==> config.mk <==
export PLATFORM = sky130hd
export DESIGN_NAME = discharge_ctrl
export DESIGN_NICKNAME = d
export VERILOG_FILES = /design/src/rtl/edm_pkg.sv /design/src/rtl/discharge_ctrl_tick_timer.sv /design/src/rtl/discharge_ctrl.sv
export SDC_FILE = /design/constraint.sdc
export NUM_CORES = 1
export LEC_CHECK = 0
export ABC_AREA = 0
export ABC_CLOCK_PERIOD_IN_PS = 8460
export CAP_MARGIN = 40
export CORE_MARGIN = 2
export CORE_UTILIZATION = 35
export CTS_CLUSTER_SIZE = 40
export DETAILED_ROUTE_END_ITERATION = 10
export DONT_BUFFER_PORTS = 1
export PLACE_DENSITY = 0.45
export SYNTH_ARGS = -nofsm -noshare
export SYNTH_HDL_FRONTEND = slang
export SYNTH_HIERARCHICAL = 1
export SYNTH_SLANG_ARGS = --single-unit
==> constraint.sdc <==
create_clock -name sys_clk -period 8.46 [get_ports sys_clk]
set_input_delay 0.846 -clock sys_clk [delete_from_list [all_inputs] [get_ports sys_clk]]
set_output_delay 0.846 -clock sys_clk [all_outputs]
set_load 0.05 [all_outputs]
==> src/rtl/edm_pkg.sv <==
// -----------------------------------------------------------------------------
// edm_pkg
// Shared definitions for the EDM discharge controller:
//   - state_e      : discharge sequencer state encoding
//   - TIME_W       : width of all tick/time quantities
//   - MAX_CH       : number of parallel MOSFET channels
//   - *_RST        : reset defaults of the parameter shadow registers
//   - ch_mask()    : channel-count to gate-mask conversion
// Optional feature macro used by the controller: SHORT_PROTECT_EN
// -----------------------------------------------------------------------------
package edm_pkg;

  localparam int TIME_W = 16;
  localparam int MAX_CH = 8;

  typedef enum logic [2:0] {
    ST_IDLE     = 3'd0,
    ST_DEAD_ON  = 3'd1,
    ST_TON      = 3'd2,
    ST_DEAD_OFF = 3'd3,
    ST_TOFF     = 3'd4
  } state_e;

  localparam logic [TIME_W-1:0] TON_RST  = 16'd10;
  localparam logic [TIME_W-1:0] TOFF_RST = 16'd50;
  localparam logic [TIME_W-1:0] IP_RST   = 16'd1;
  localparam logic [TIME_W-1:0] WAVE_RST = 16'd0;

  // n channels -> (1<<n)-1; n is expected to be clamped to MAX_CH already.
  function automatic logic [MAX_CH-1:0] ch_mask(input logic [3:0] n);
    logic [MAX_CH-1:0] m;
    if (n >= 4'(MAX_CH)) m = '1;
    else                 m = (MAX_CH'(1) << n) - MAX_CH'(1);
    return m;
  endfunction

endpackage

==> src/rtl/discharge_ctrl_tick_timer.sv <==
// -----------------------------------------------------------------------------
// tick_timer
// Single interval timer shared by every sequencer state.
//   clk, rst_n   : clock, asynchronous active-low reset
//   load         : restart the interval (prescaler, counter and step counter)
//   raw          : 1 = count raw clocks, 0 = count ticks of TICK_DIV clocks
//   load_val     : interval length (clocks or ticks, see raw)
//   step_len     : staircase step length in ticks
//   timeout      : high during the last clock of the interval
//   step         : high during the last clock of every step_len-tick period
// -----------------------------------------------------------------------------
module tick_timer #(
  parameter int TICK_DIV = 10,
  parameter int TIME_W   = 16
) (
  input  logic              clk,
  input  logic              rst_n,
  input  logic              load,
  input  logic              raw,
  input  logic [TIME_W-1:0] load_val,
  input  logic [7:0]        step_len,
  output logic              timeout,
  output logic              step
);

  localparam int PRE_W = (TICK_DIV > 1) ? $clog2(TICK_DIV) : 1;

  logic [PRE_W-1:0]  pre_q,      pre_d;
  logic [TIME_W-1:0] cnt_q,      cnt_d;
  logic [7:0]        step_cnt_q, step_cnt_d;
  logic              raw_q,      raw_d;
  logic              tick;

  assign tick    = raw_q || (pre_q == PRE_W'(TICK_DIV - 1));
  assign timeout = tick && (cnt_q == TIME_W'(1));
  assign step    = tick && (step_cnt_q == 8'd1);

  always_comb begin
    pre_d      = pre_q;
    cnt_d      = cnt_q;
    step_cnt_d = step_cnt_q;
    raw_d      = raw_q;
    if (load) begin
      // Restarting the prescaler on entry makes an X-tick state exactly
      // X*TICK_DIV clocks long regardless of where the previous one ended.
      pre_d      = '0;
      cnt_d      = load_val;
      step_cnt_d = step_len;
      raw_d      = raw;
    end else begin
      pre_d = tick ? '0 : pre_q + PRE_W'(1);
      if (tick && (cnt_q != '0)) cnt_d = cnt_q - TIME_W'(1);
      if (tick) step_cnt_d = (step_cnt_q <= 8'd1) ? step_len : step_cnt_q - 8'd1;
    end
  end

  always_ff @(posedge clk or negedge rst_n) begin
    if (!rst_n) begin
      pre_q      <= '0;
      cnt_q      <= '0;
      step_cnt_q <= '0;
      raw_q      <= 1'b1;
    end else begin
      pre_q      <= pre_d;
      cnt_q      <= cnt_d;
      step_cnt_q <= step_cnt_d;
      raw_q      <= raw_d;
    end
  end

endmodule

==> src/rtl/discharge_ctrl.sv <==
// -----------------------------------------------------------------------------
// discharge_ctrl
// EDM discharge pulse sequencer. Parameter writes land in shadow registers and
// are committed to the active set only at pulse boundaries (IDLE->DEAD_ON and
// TOFF->DEAD_ON), so a pulse in progress is never altered.
// Sequence: IDLE -> DEAD_ON -> TON -> DEAD_OFF -> TOFF -> DEAD_ON ...
// Ports:
//   sys_clk, rst_n            : clock, asynchronous active-low reset
//   machine_start/stop_ack    : one-cycle start / stop strobes
//   Ton/Toff/Ip/waveform_data : parameter values, loaded by change_*_ack
//   short_flag                : gap short detected
//   PWM[7:0]                  : main MOSFET gates (registered)
//   PWM_Q[1:0]                : series cut-off gates (registered)
//   running                   : machine started
//   pulse_cnt, short_cnt      : wrapping pulse / short-abort counters
// Optional feature macro: SHORT_PROTECT_EN (short abort in TON, doubled TOFF)
// -----------------------------------------------------------------------------
module discharge_ctrl
  import edm_pkg::*;
#(
  parameter int TICK_DIV = 10,
  parameter int DEAD_CYC = 4,
  parameter int MIN_TOFF = 2
) (
  input  logic        sys_clk,
  input  logic        rst_n,
  input  logic        machine_start_ack,
  input  logic        machine_stop_ack,
  input  logic [15:0] Ton_data,
  input  logic        change_Ton_ack,
  input  logic [15:0] Toff_data,
  input  logic        change_Toff_ack,
  input  logic [15:0] Ip_data,
  input  logic        change_Ip_ack,
  input  logic [15:0] waveform_data,
  input  logic        change_waveform_ack,
  input  logic        short_flag,
  output logic [7:0]  PWM,
  output logic [1:0]  PWM_Q,
  output logic        running,
  output logic [15:0] pulse_cnt,
  output logic [15:0] short_cnt
);

  // Clamps applied when the shadow set is committed.
  function automatic logic [TIME_W-1:0] clamp_ton(input logic [TIME_W-1:0] v);
    return (v == '0) ? TIME_W'(1) : v;
  endfunction

  function automatic logic [TIME_W-1:0] clamp_toff(input logic [TIME_W-1:0] v);
    return (v < TIME_W'(MIN_TOFF)) ? TIME_W'(MIN_TOFF) : v;
  endfunction

  function automatic logic [3:0] clamp_ip(input logic [3:0] v);
    return (v > 4'(MAX_CH)) ? 4'(MAX_CH) : v;
  endfunction

  function automatic logic [7:0] clamp_step(input logic [7:0] v);
    return (v == 8'd0) ? 8'd1 : v;
  endfunction

  function automatic logic [TIME_W-1:0] sat_double(input logic [TIME_W-1:0] v);
    return v[TIME_W-1] ? '1 : {v[TIME_W-2:0], 1'b0};
  endfunction

  state_e state_q, state_d;

  // Shadow parameter set
  logic [TIME_W-1:0] ton_sh_q,   ton_sh_d;
  logic [TIME_W-1:0] toff_sh_q,  toff_sh_d;
  logic [3:0]        ip_sh_q,    ip_sh_d;
  logic              stair_sh_q, stair_sh_d;
  logic [7:0]        step_sh_q,  step_sh_d;

  // Active (committed, clamped) parameter set
  logic [TIME_W-1:0] ton_q,      ton_d;
  logic [TIME_W-1:0] toff_q,     toff_d;
  logic [MAX_CH-1:0] mask_q,     mask_d;
  logic              stair_en_q, stair_en_d;
  logic [7:0]        step_len_q, step_len_d;

  logic              running_q,    running_d;
  logic [MAX_CH-1:0] pwm_q,        pwm_d;
  logic [1:0]        cut_q,        cut_d;
  logic [MAX_CH-1:0] stair_q,      stair_d;
  logic [TIME_W-1:0] pulse_cnt_q,  pulse_cnt_d;
  logic [TIME_W-1:0] short_cnt_q,  short_cnt_d;
  logic              short_pend_q, short_pend_d;

  logic              pulse_inc;
  logic              short_abort;
  logic              short_hit;
  logic              commit;
  logic              tmr_load, tmr_raw, tmr_timeout, tmr_step;
  logic [TIME_W-1:0] tmr_val;

  logic [14:0]       unused_bits;
  assign unused_bits = {Ip_data[15:4], waveform_data[7:5], waveform_data[4:1] == 4'd0};

`ifdef SHORT_PROTECT_EN
  assign short_hit = short_flag;
`else
  logic unused_short;
  assign unused_short = short_flag;
  assign short_hit    = 1'b0;
`endif

  // Sequencer next state
  always_comb begin
    state_d     = state_q;
    running_d   = running_q;
    pulse_inc   = 1'b0;
    short_abort = 1'b0;
    case (state_q)
      ST_IDLE: begin
        if (machine_start_ack && !machine_stop_ack) begin
          state_d   = ST_DEAD_ON;
          running_d = 1'b1;
        end
      end
      ST_DEAD_ON: begin
        if (machine_stop_ack) begin
          state_d   = ST_DEAD_OFF;
          running_d = 1'b0;
        end else if (tmr_timeout) begin
          state_d = ST_TON;
        end
      end
      ST_TON: begin
        if (machine_stop_ack) begin
          state_d   = ST_DEAD_OFF;
          running_d = 1'b0;
        end else if (short_hit) begin
          state_d     = ST_DEAD_OFF;
          short_abort = 1'b1;
        end else if (tmr_timeout) begin
          state_d = ST_DEAD_OFF;
        end
      end
      ST_DEAD_OFF: begin
        // A stop seen here still lets the dead time finish, then parks.
        if (machine_stop_ack) running_d = 1'b0;
        if (tmr_timeout) begin
          pulse_inc = 1'b1;
          state_d   = (running_q && !machine_stop_ack) ? ST_TOFF : ST_IDLE;
        end
      end
      ST_TOFF: begin
        if (machine_stop_ack) begin
          state_d   = ST_IDLE;
          running_d = 1'b0;
        end else if (tmr_timeout) begin
          state_d = ST_DEAD_ON;
        end
      end
      default: begin
        state_d   = ST_IDLE;
        running_d = 1'b0;
      end
    endcase
  end

  // Timer restart on every state change, with the length of the state entered
  always_comb begin
    tmr_load = (state_d != state_q);
    tmr_raw  = 1'b1;
    tmr_val  = TIME_W'(DEAD_CYC);
    case (state_d)
      ST_TON: begin
        tmr_raw = 1'b0;
        tmr_val = ton_q;
      end
      ST_TOFF: begin
        tmr_raw = 1'b0;
        tmr_val = short_pend_q ? sat_double(toff_q) : toff_q;
      end
      default: begin
        tmr_raw = 1'b1;
        tmr_val = TIME_W'(DEAD_CYC);
      end
    endcase
  end

  // Parameter shadows, commit, counters and gate drive
  always_comb begin
    ton_sh_d   = change_Ton_ack      ? Ton_data           : ton_sh_q;
    toff_sh_d  = change_Toff_ack     ? Toff_data          : toff_sh_q;
    ip_sh_d    = change_Ip_ack       ? Ip_data[3:0]       : ip_sh_q;
    stair_sh_d = change_waveform_ack ? waveform_data[0]   : stair_sh_q;
    step_sh_d  = change_waveform_ack ? waveform_data[15:8] : step_sh_q;

    commit     = (state_d == ST_DEAD_ON) &&
                 ((state_q == ST_IDLE) || (state_q == ST_TOFF));
    ton_d      = ton_q;
    toff_d     = toff_q;
    mask_d     = mask_q;
    stair_en_d = stair_en_q;
    step_len_d = step_len_q;
    if (commit) begin
      ton_d      = clamp_ton(ton_sh_q);
      toff_d     = clamp_toff(toff_sh_q);
      mask_d     = ch_mask(clamp_ip(ip_sh_q));
      stair_en_d = stair_sh_q;
      step_len_d = clamp_step(step_sh_q);
    end

    pulse_cnt_d = pulse_cnt_q + TIME_W'(pulse_inc);
    short_cnt_d = short_cnt_q + TIME_W'(short_abort);

    short_pend_d = short_pend_q;
    if (short_abort)     short_pend_d = 1'b1;
    else if (commit)     short_pend_d = 1'b0;

    stair_d = stair_q;
    if ((state_d == ST_TON) && (state_q != ST_TON))
      stair_d = MAX_CH'(1);
    else if ((state_q == ST_TON) && tmr_step)
      stair_d = {stair_q[MAX_CH-2:0], 1'b1};

    // Gates are decoded from the next state so they move on the same edge as
    // the state; PWM is only nonzero in TON, where PWM_Q is always 11.
    pwm_d = '0;
    if (state_d == ST_TON) pwm_d = stair_en_q ? (stair_d & mask_q) : mask_q;
    cut_d = ((state_d == ST_DEAD_ON) || (state_d == ST_TON) ||
             (state_d == ST_DEAD_OFF)) ? 2'b11 : 2'b00;
  end

  tick_timer #(
    .TICK_DIV (TICK_DIV),
    .TIME_W   (TIME_W)
  ) u_timer (
    .clk      (sys_clk),
    .rst_n    (rst_n),
    .load     (tmr_load),
    .raw      (tmr_raw),
    .load_val (tmr_val),
    .step_len (step_len_q),
    .timeout  (tmr_timeout),
    .step     (tmr_step)
  );

  always_ff @(posedge sys_clk or negedge rst_n) begin
    if (!rst_n) begin
      state_q      <= ST_IDLE;
      ton_sh_q     <= TON_RST;
      toff_sh_q    <= TOFF_RST;
      ip_sh_q      <= IP_RST[3:0];
      stair_sh_q   <= WAVE_RST[0];
      step_sh_q    <= WAVE_RST[15:8];
      ton_q        <= TON_RST;
      toff_q       <= TOFF_RST;
      mask_q       <= ch_mask(IP_RST[3:0]);
      stair_en_q   <= 1'b0;
      step_len_q   <= 8'd1;
      running_q    <= 1'b0;
      pwm_q        <= '0;
      cut_q        <= 2'b00;
      stair_q      <= '0;
      pulse_cnt_q  <= '0;
      short_cnt_q  <= '0;
      short_pend_q <= 1'b0;
    end else begin
      state_q      <= state_d;
      ton_sh_q     <= ton_sh_d;
      toff_sh_q    <= toff_sh_d;
      ip_sh_q      <= ip_sh_d;
      stair_sh_q   <= stair_sh_d;
      step_sh_q    <= step_sh_d;
      ton_q        <= ton_d;
      toff_q       <= toff_d;
      mask_q       <= mask_d;
      stair_en_q   <= stair_en_d;
      step_len_q   <= step_len_d;
      running_q    <= running_d;
      pwm_q        <= pwm_d;
      cut_q        <= cut_d;
      stair_q      <= stair_d;
      pulse_cnt_q  <= pulse_cnt_d;
      short_cnt_q  <= short_cnt_d;
      short_pend_q <= short_pend_d;
    end
  end

  assign PWM       = pwm_q;
  assign PWM_Q     = cut_q;
  assign running   = running_q;
  assign pulse_cnt = pulse_cnt_q;
  assign short_cnt = short_cnt_q;

endmodule

**Word-level counts from Yosys, hierarchy flattened**

Cells that the tools add are included.

- Bits in read-only memories: 0
- RAM bits: 0
- Flip-flop bits (word level): 161
- Input bits: 73
- Logic and storage cells: 102
- Bits in latches: 0
- Memories kept: 0
- Output and inout bits: 43

- Reductions and logical operators: 22
- Shift-type cells: 1
- $add $sub $neg: 5
- Muxes and demuxes: 34
- Divide/modulo/power cells: 0
- Multipliers: 0
- Bitwise gates (word level): 1
- Equal/unequal tests: 15
- $lt $le $gt $ge: 4

Operators by type and width:

| operator | number |
|---|---|
| $mux 8 | 9 |
| $mux 16 | 4 |
| $pmux 16 s2 | 1 |
| $mux 3 | 9 |
| $add 16x1->16 | 1 |
| $eq 16x1->1 const B | 1 |
| $logic_not 16->1 | 1 |
| $lt 16x2->1 const B | 1 |
| $reduce_bool 16->1 | 1 |
| $sub 16x1->16 const B | 1 |
| $pmux 3 s5 | 1 |
| $eq 3x2->1 const B | 4 |
| $mux 4 | 3 |
| $and 8x8->8 | 1 |
| $eq 8x1->1 const B | 1 |
| $le 8x1->1 const B | 1 |
| $logic_and 1x1->1 | 8 |
| $logic_not 8->1 | 1 |
| $shl 1x4->8 const A | 1 |
| $sub 8x1->8 const B | 1 |
| $sub 8x2->8 const B | 1 |
| $eq 3x1->1 const B | 2 |
| $eq 3x3->1 const B | 2 |
| $mux 1 | 5 |
| 17 further kinds | 21 |

**Longest topological paths before layout**

- Word-level depth: 12
- Depth in mapped cells: 15
- Depth with buffers taken out: 13

**Modules after synthesis**

Netlist, hierarchy kept.

Modules (own cells, without submodules):

| module | instances | area an instance (um2) | cells each |
|---|---|---|---|
| discharge_ctrl | 1 | 5,614.1 | 428 |
| tick_timer | 1 | 1,940.6 | 213 |

**Worst setup path before layout**

OpenSTA, ideal clock, no wires.

- Path type: reg2reg
- From: register u_timer.cnt_q[4]
- To: register u_timer.raw_q
- Library setup time: 0.082 ns
- Data required time: 8.378 ns
- Arrival time: 3.044 ns
- Setup slack: 5.334 ns
- Cell stages (with the launch flop): 12
- Period minus slack after synthesis: 3.126 ns
- Cells stage by stage: dfrtp_1 nor4_4 buf_2 nand2_1 nor4b_1 buf_2 a2bb2oi_1 o32a_1 buf_2 clkbuf_1 clkbuf_1 mux2_2

- Elaborated cells between the ends (all ways): 15
- Classes of those cells: eq/ne: 4; mux: 9; reduce/logical: 2

RTL lines:

| element | line | source |
|---|---|---|
| from (decl) | discharge_ctrl_tick_timer.sv:29 | `logic [TIME_W-1:0] cnt_q, cnt_d;` |
| from (signal assigned) | discharge_ctrl_tick_timer.sv:65 | `cnt_q <= cnt_d;` |
| $eq 16x1->1 * | discharge_ctrl_tick_timer.sv:35 | `assign timeout = tick && (cnt_q == TIME_W'(1));` |
| $logic_and 1x1->1 * | discharge_ctrl_tick_timer.sv:35 |  |
| named net tmr_timeout | discharge_ctrl.sv:94 | `logic tmr_load, tmr_raw, tmr_timeout, tmr_step;` |
| $mux 3 (on tied branches) | discharge_ctrl.sv:152, discharge_ctrl.sv:125, discharge_ctrl.sv:136 |  |
| $mux 3 (on tied branches) | discharge_ctrl.sv:149, discharge_ctrl.sv:122, discharge_ctrl.sv:130 |  |
| $pmux 3 s5 * | discharge_ctrl.sv:114 | `case (state_q)` |
| $ne 3x3->1 * | discharge_ctrl.sv:165 | `tmr_load = (state_d != state_q);` |
| named net tmr_load | discharge_ctrl.sv:94 |  |
| to (signal assigned) | discharge_ctrl_tick_timer.sv:67 | `raw_q <= raw_d;` |
| to (decl) | discharge_ctrl_tick_timer.sv:31 | `logic raw_q, raw_d;` |

The timed path passes the listed nets; every way through them passes the cells marked *.
A chain may end at the register's enable or synchronous reset.

**Worst setup path after layout**

- From: register u_timer.pre_q[0]
- To: register u_timer.cnt_q[10]

- Elaborated cells between the ends (all ways): 18
- Classes of those cells: eq/ne: 4; mux: 10; reduce/logical: 4

RTL lines:

| element | line | source |
|---|---|---|
| from (decl) | discharge_ctrl_tick_timer.sv:28 | `logic [PRE_W-1:0] pre_q, pre_d;` |
| from (signal assigned) | discharge_ctrl_tick_timer.sv:64 | `pre_q <= pre_d;` |
| $eq 4x4->1 * | discharge_ctrl_tick_timer.sv:34 | `assign tick = raw_q \|\| (pre_q == PRE_W'(TICK_DIV - 1));` |
| $logic_or 1x1->1 * | discharge_ctrl_tick_timer.sv:34 |  |
| $logic_and 1x1->1 * | discharge_ctrl_tick_timer.sv:35 |  |
| named net tmr_timeout | discharge_ctrl.sv:94 |  |
| $mux 3 (on tied branches) | discharge_ctrl.sv:152, discharge_ctrl.sv:125, discharge_ctrl.sv:136 |  |
| $mux 3 (on tied branches) | discharge_ctrl.sv:149, discharge_ctrl.sv:122, discharge_ctrl.sv:130 |  |
| $pmux 3 s5 * | discharge_ctrl.sv:114 |  |
| $ne 3x3->1 * | discharge_ctrl.sv:165 |  |
| named net tmr_load | discharge_ctrl.sv:94 |  |
| $mux 16 or $reduce_bool 2->1 (tied branches) | -- |  |

Marks and branches as above.

==> results.cfg <==
[clock_network]
post_cts_buffers = 0
post_cts_resized = 0
path_clk_slew_ns = 0.07
clock_sinks = 160
clk_latency_ns = 0.43
clockRootBuffer = clkbuf_16
cts_tree = done
clock_path_buffers = 2
cts.htree.levels = 4
cts_hold_buf = 0
cts-buffers-inserted = 17

[cells_and_area]
fin_util_pct = 39.8
finalNetCount = 715
drive_gt1_share_pct = 18.1
fill_cells = 2037
antennaDiodeCount = 0
fin_area_um2 = 8390
synthToLayoutAreaGrowth_pct = 11.1

[global_routing]
antenna_found_initial = 0
grt_max_degree = 161
grt_pass1_vias = 4954
grt_pass1_wl_mm = 26.7
grt_overflow = 0
grtUsageTotal_pct = 15.0

[drt]
num_vias = 4819
drt_iter0_drc = 321
wl_met3_um = 580
drc = 0
met2_length_mm = 7.76
avgViaCountPerCell = 5.23
dr.max_layer_used = met4
wl_per_cell_um = 17.5
m1WireLength_mm = 7.70
drtPass1Iterations = 5
ant_nets = 0
routed_wl_mm = 16.1

[floorplan]
initial_utilization_pct = 35.8
coreArea_um2 = 21100
dieHeight_um = 151
die_width_um = 151
ios = 116
dieArea_um2 = 22800
rows = 53

[placement]
dp_hpwl_mm = 11.0
portBuffers = 0
dpl_cell_area_um2 = 7770
place_ws_ns = 4.65
gp_congestion = 0.766

[sta]
finalHoldViolations = 0
tightest_slew_ns = 0.735
rsz0062_at_grt = false
setup_viol = 0
fmax_ghz = 0.261
period_minus_slack_ns = 3.83
setup_tns_ns = 0
setup_ws_ns = 4.63
slew_violations = 0
holdWs_ns = 0.112
fin_skew_ns = 0.0130
period_share_pct = 45.3
max_slew_margin_pct = 51.0

[flow_run]
cap_violations = 0

[critical_path]
critPathArrivalTime_ns = 4.14
critPathKind = flop to flop
cp-start-kind = flop
r2r_cells = 12
startpoint = u_timer/pre_q[0]$_DFF_PN0_
crit_fanout = 36
cp.required_ns = 8.77
r2r-start = u_timer/pre_q[0]$_DFF_PN0_
end_kind = flop

[yosys]
avgSynthCellArea_um2 = 11.8
yosysMostFrequentCell = dfrtp_1
synth.area.top_cells = dfrtp_1 (48%), mux2_2 (7.0%), mux2_1 (5.7%), dfstp_2 (4.9%), nor2_1 (2.6%)
synth_edf_count = 0
seq_area_frac_synth_pct = 53.2
ys_seq_elements = 160
async_flop_share_pct = 100
synth_top_area_share_pct = 48.4
syn_area_um2 = 7550
synth_ff_type = dfrtp_1
synthCells = 641
yosys_warnings = 6
synth_top_area_cell = dfrtp_1
ys_types = 70
synthTopCellsByCount = dfrtp_1 (146), nor2_1 (52), mux2_2 (47), mux2_1 (38), nand2_1 (27)

[run_status]
status = finished, final reports clean

[power]
vdd.ir_drop.worst_v = 0.000121
power.leakage_nw = 3.54
p_per_area_nw_per_um2 = 274

[worst_hold_path]
hold_class = primary input to asynchronous set/reset pin
per-layer routing:
metal | up-vias | track usage [%]
li1 | 2307 | -
met1 | 2421 | 20.7
met4 | 0 | 3.50
met2 | 87 | 23.7
met5 | - | 0
met3 | 4 | 3.92
final timing paths:
kind	slack (ns)	end
worst max-delay path	4.63	u_timer/cnt_q[10]$_DFFE_PN0P_
min in group sys_clk	0.49	ton_q[9]$_DFFE_PN0P_
worst min register to register	0.49	ton_q[9]$_DFFE_PN0P_
max in group asynchronous	8.05	toff_sh_q[5]$_DFFE_PN1P_
worst min-delay path	0.11	pulse_cnt[13]$_DFF_PN0_
worst max register to register	4.63	u_timer/cnt_q[10]$_DFFE_PN0P_
where the power goes:
group / leakage, nW / switching [mW] / internal [mW]
Sequential: 1.96 / 0.157 / 0.927
Combinational: 1.28 / 0.220 / 0.200
Clock: 0.299 / 0.368 / 0.427
registers in the layout, indices dropped and copies added (netlist names), 16 cells and up:
signal	count
ton_q	16
pulse_cnt	16
u_timer/cnt_q	16
ton_sh_q	16
toff_sh_q	16
toff_q	16
cells by family after synthesis:
logic type / synth area share, %
adder cells (fa/ha/maj): 1.49
AND/OR/NAND/NOR: 14.1
multiplexers: 14.1
flip-flops: 53.2
other: 0.0496
AO/OA/AOI/OAI: 10.6
buffers and inverters: 4.39
XOR/XNOR: 2.09
layout make-up:
| type | count | area, µm² | area share [%] |
|---|---|---|---|
| sequential | 160 | 4020 | 47.9 |
| multi-input combinational | 434 | 3280 | 39.1 |
| clock buffer | 17 | 425 | 5.07 |
| tap | 275 | 344 | 4.10 |
| clock inverter | 15 | 198 | 2.36 |
| timing repair buffer | 6 | 70.1 | 0.835 |
| inverter | 14 | 52.6 | 0.626 |
per-stage QoR:
step	cells	total power, mW
after global routing	921	2.44
after CTS	921	2.32
after floorplan	656	1.42
final	921	2.30
after detailed placement	889	1.52
after global placement	885	1.50
critical path, cell delays in order (launching register included):
cell and delay [ns]:
dfrtp_1 0.42, ha_1 0.23, and3b_1 0.25, nor2_1 0.42
nor4b_2 0.11, buf_4 0.20, a2bb2oi_1 0.16, o32a_1 0.17
buf_4 0.25, nor4b_2 0.33, nand4_2 0.46, and2_1 0.45
o221a_1 0.27
layout by cell type, fill, tap and decap left out, types with 5 or more instances in the layout:
cell type	Yosys	routed
dfrtp_1	146	146
nor2_1	52	52
mux2_2	47	47
mux2_1	38	38
nand2_1	27	27
nand3_1	20	20
a22o_1	17	17
clkbuf_16	0	17
o21ai_0	16	16
conb_1	1	16
a21oi_1	15	15
inv_1	14	14
xnor2_1	14	14
dfstp_2	14	14
a31oi_1	13	13
mux2i_1	11	11
nand2b_1	9	9
nand4_1	9	9
nor4_1	9	9
ha_1	9	9
o21a_1	8	8
nor3_1	8	8
o21ai_1	6	6
clkinv_8	0	6
o211ai_1	6	6
and3_1	5	5
o221ai_1	5	5
No activity file was read; power rests on OpenSTA's default activity.
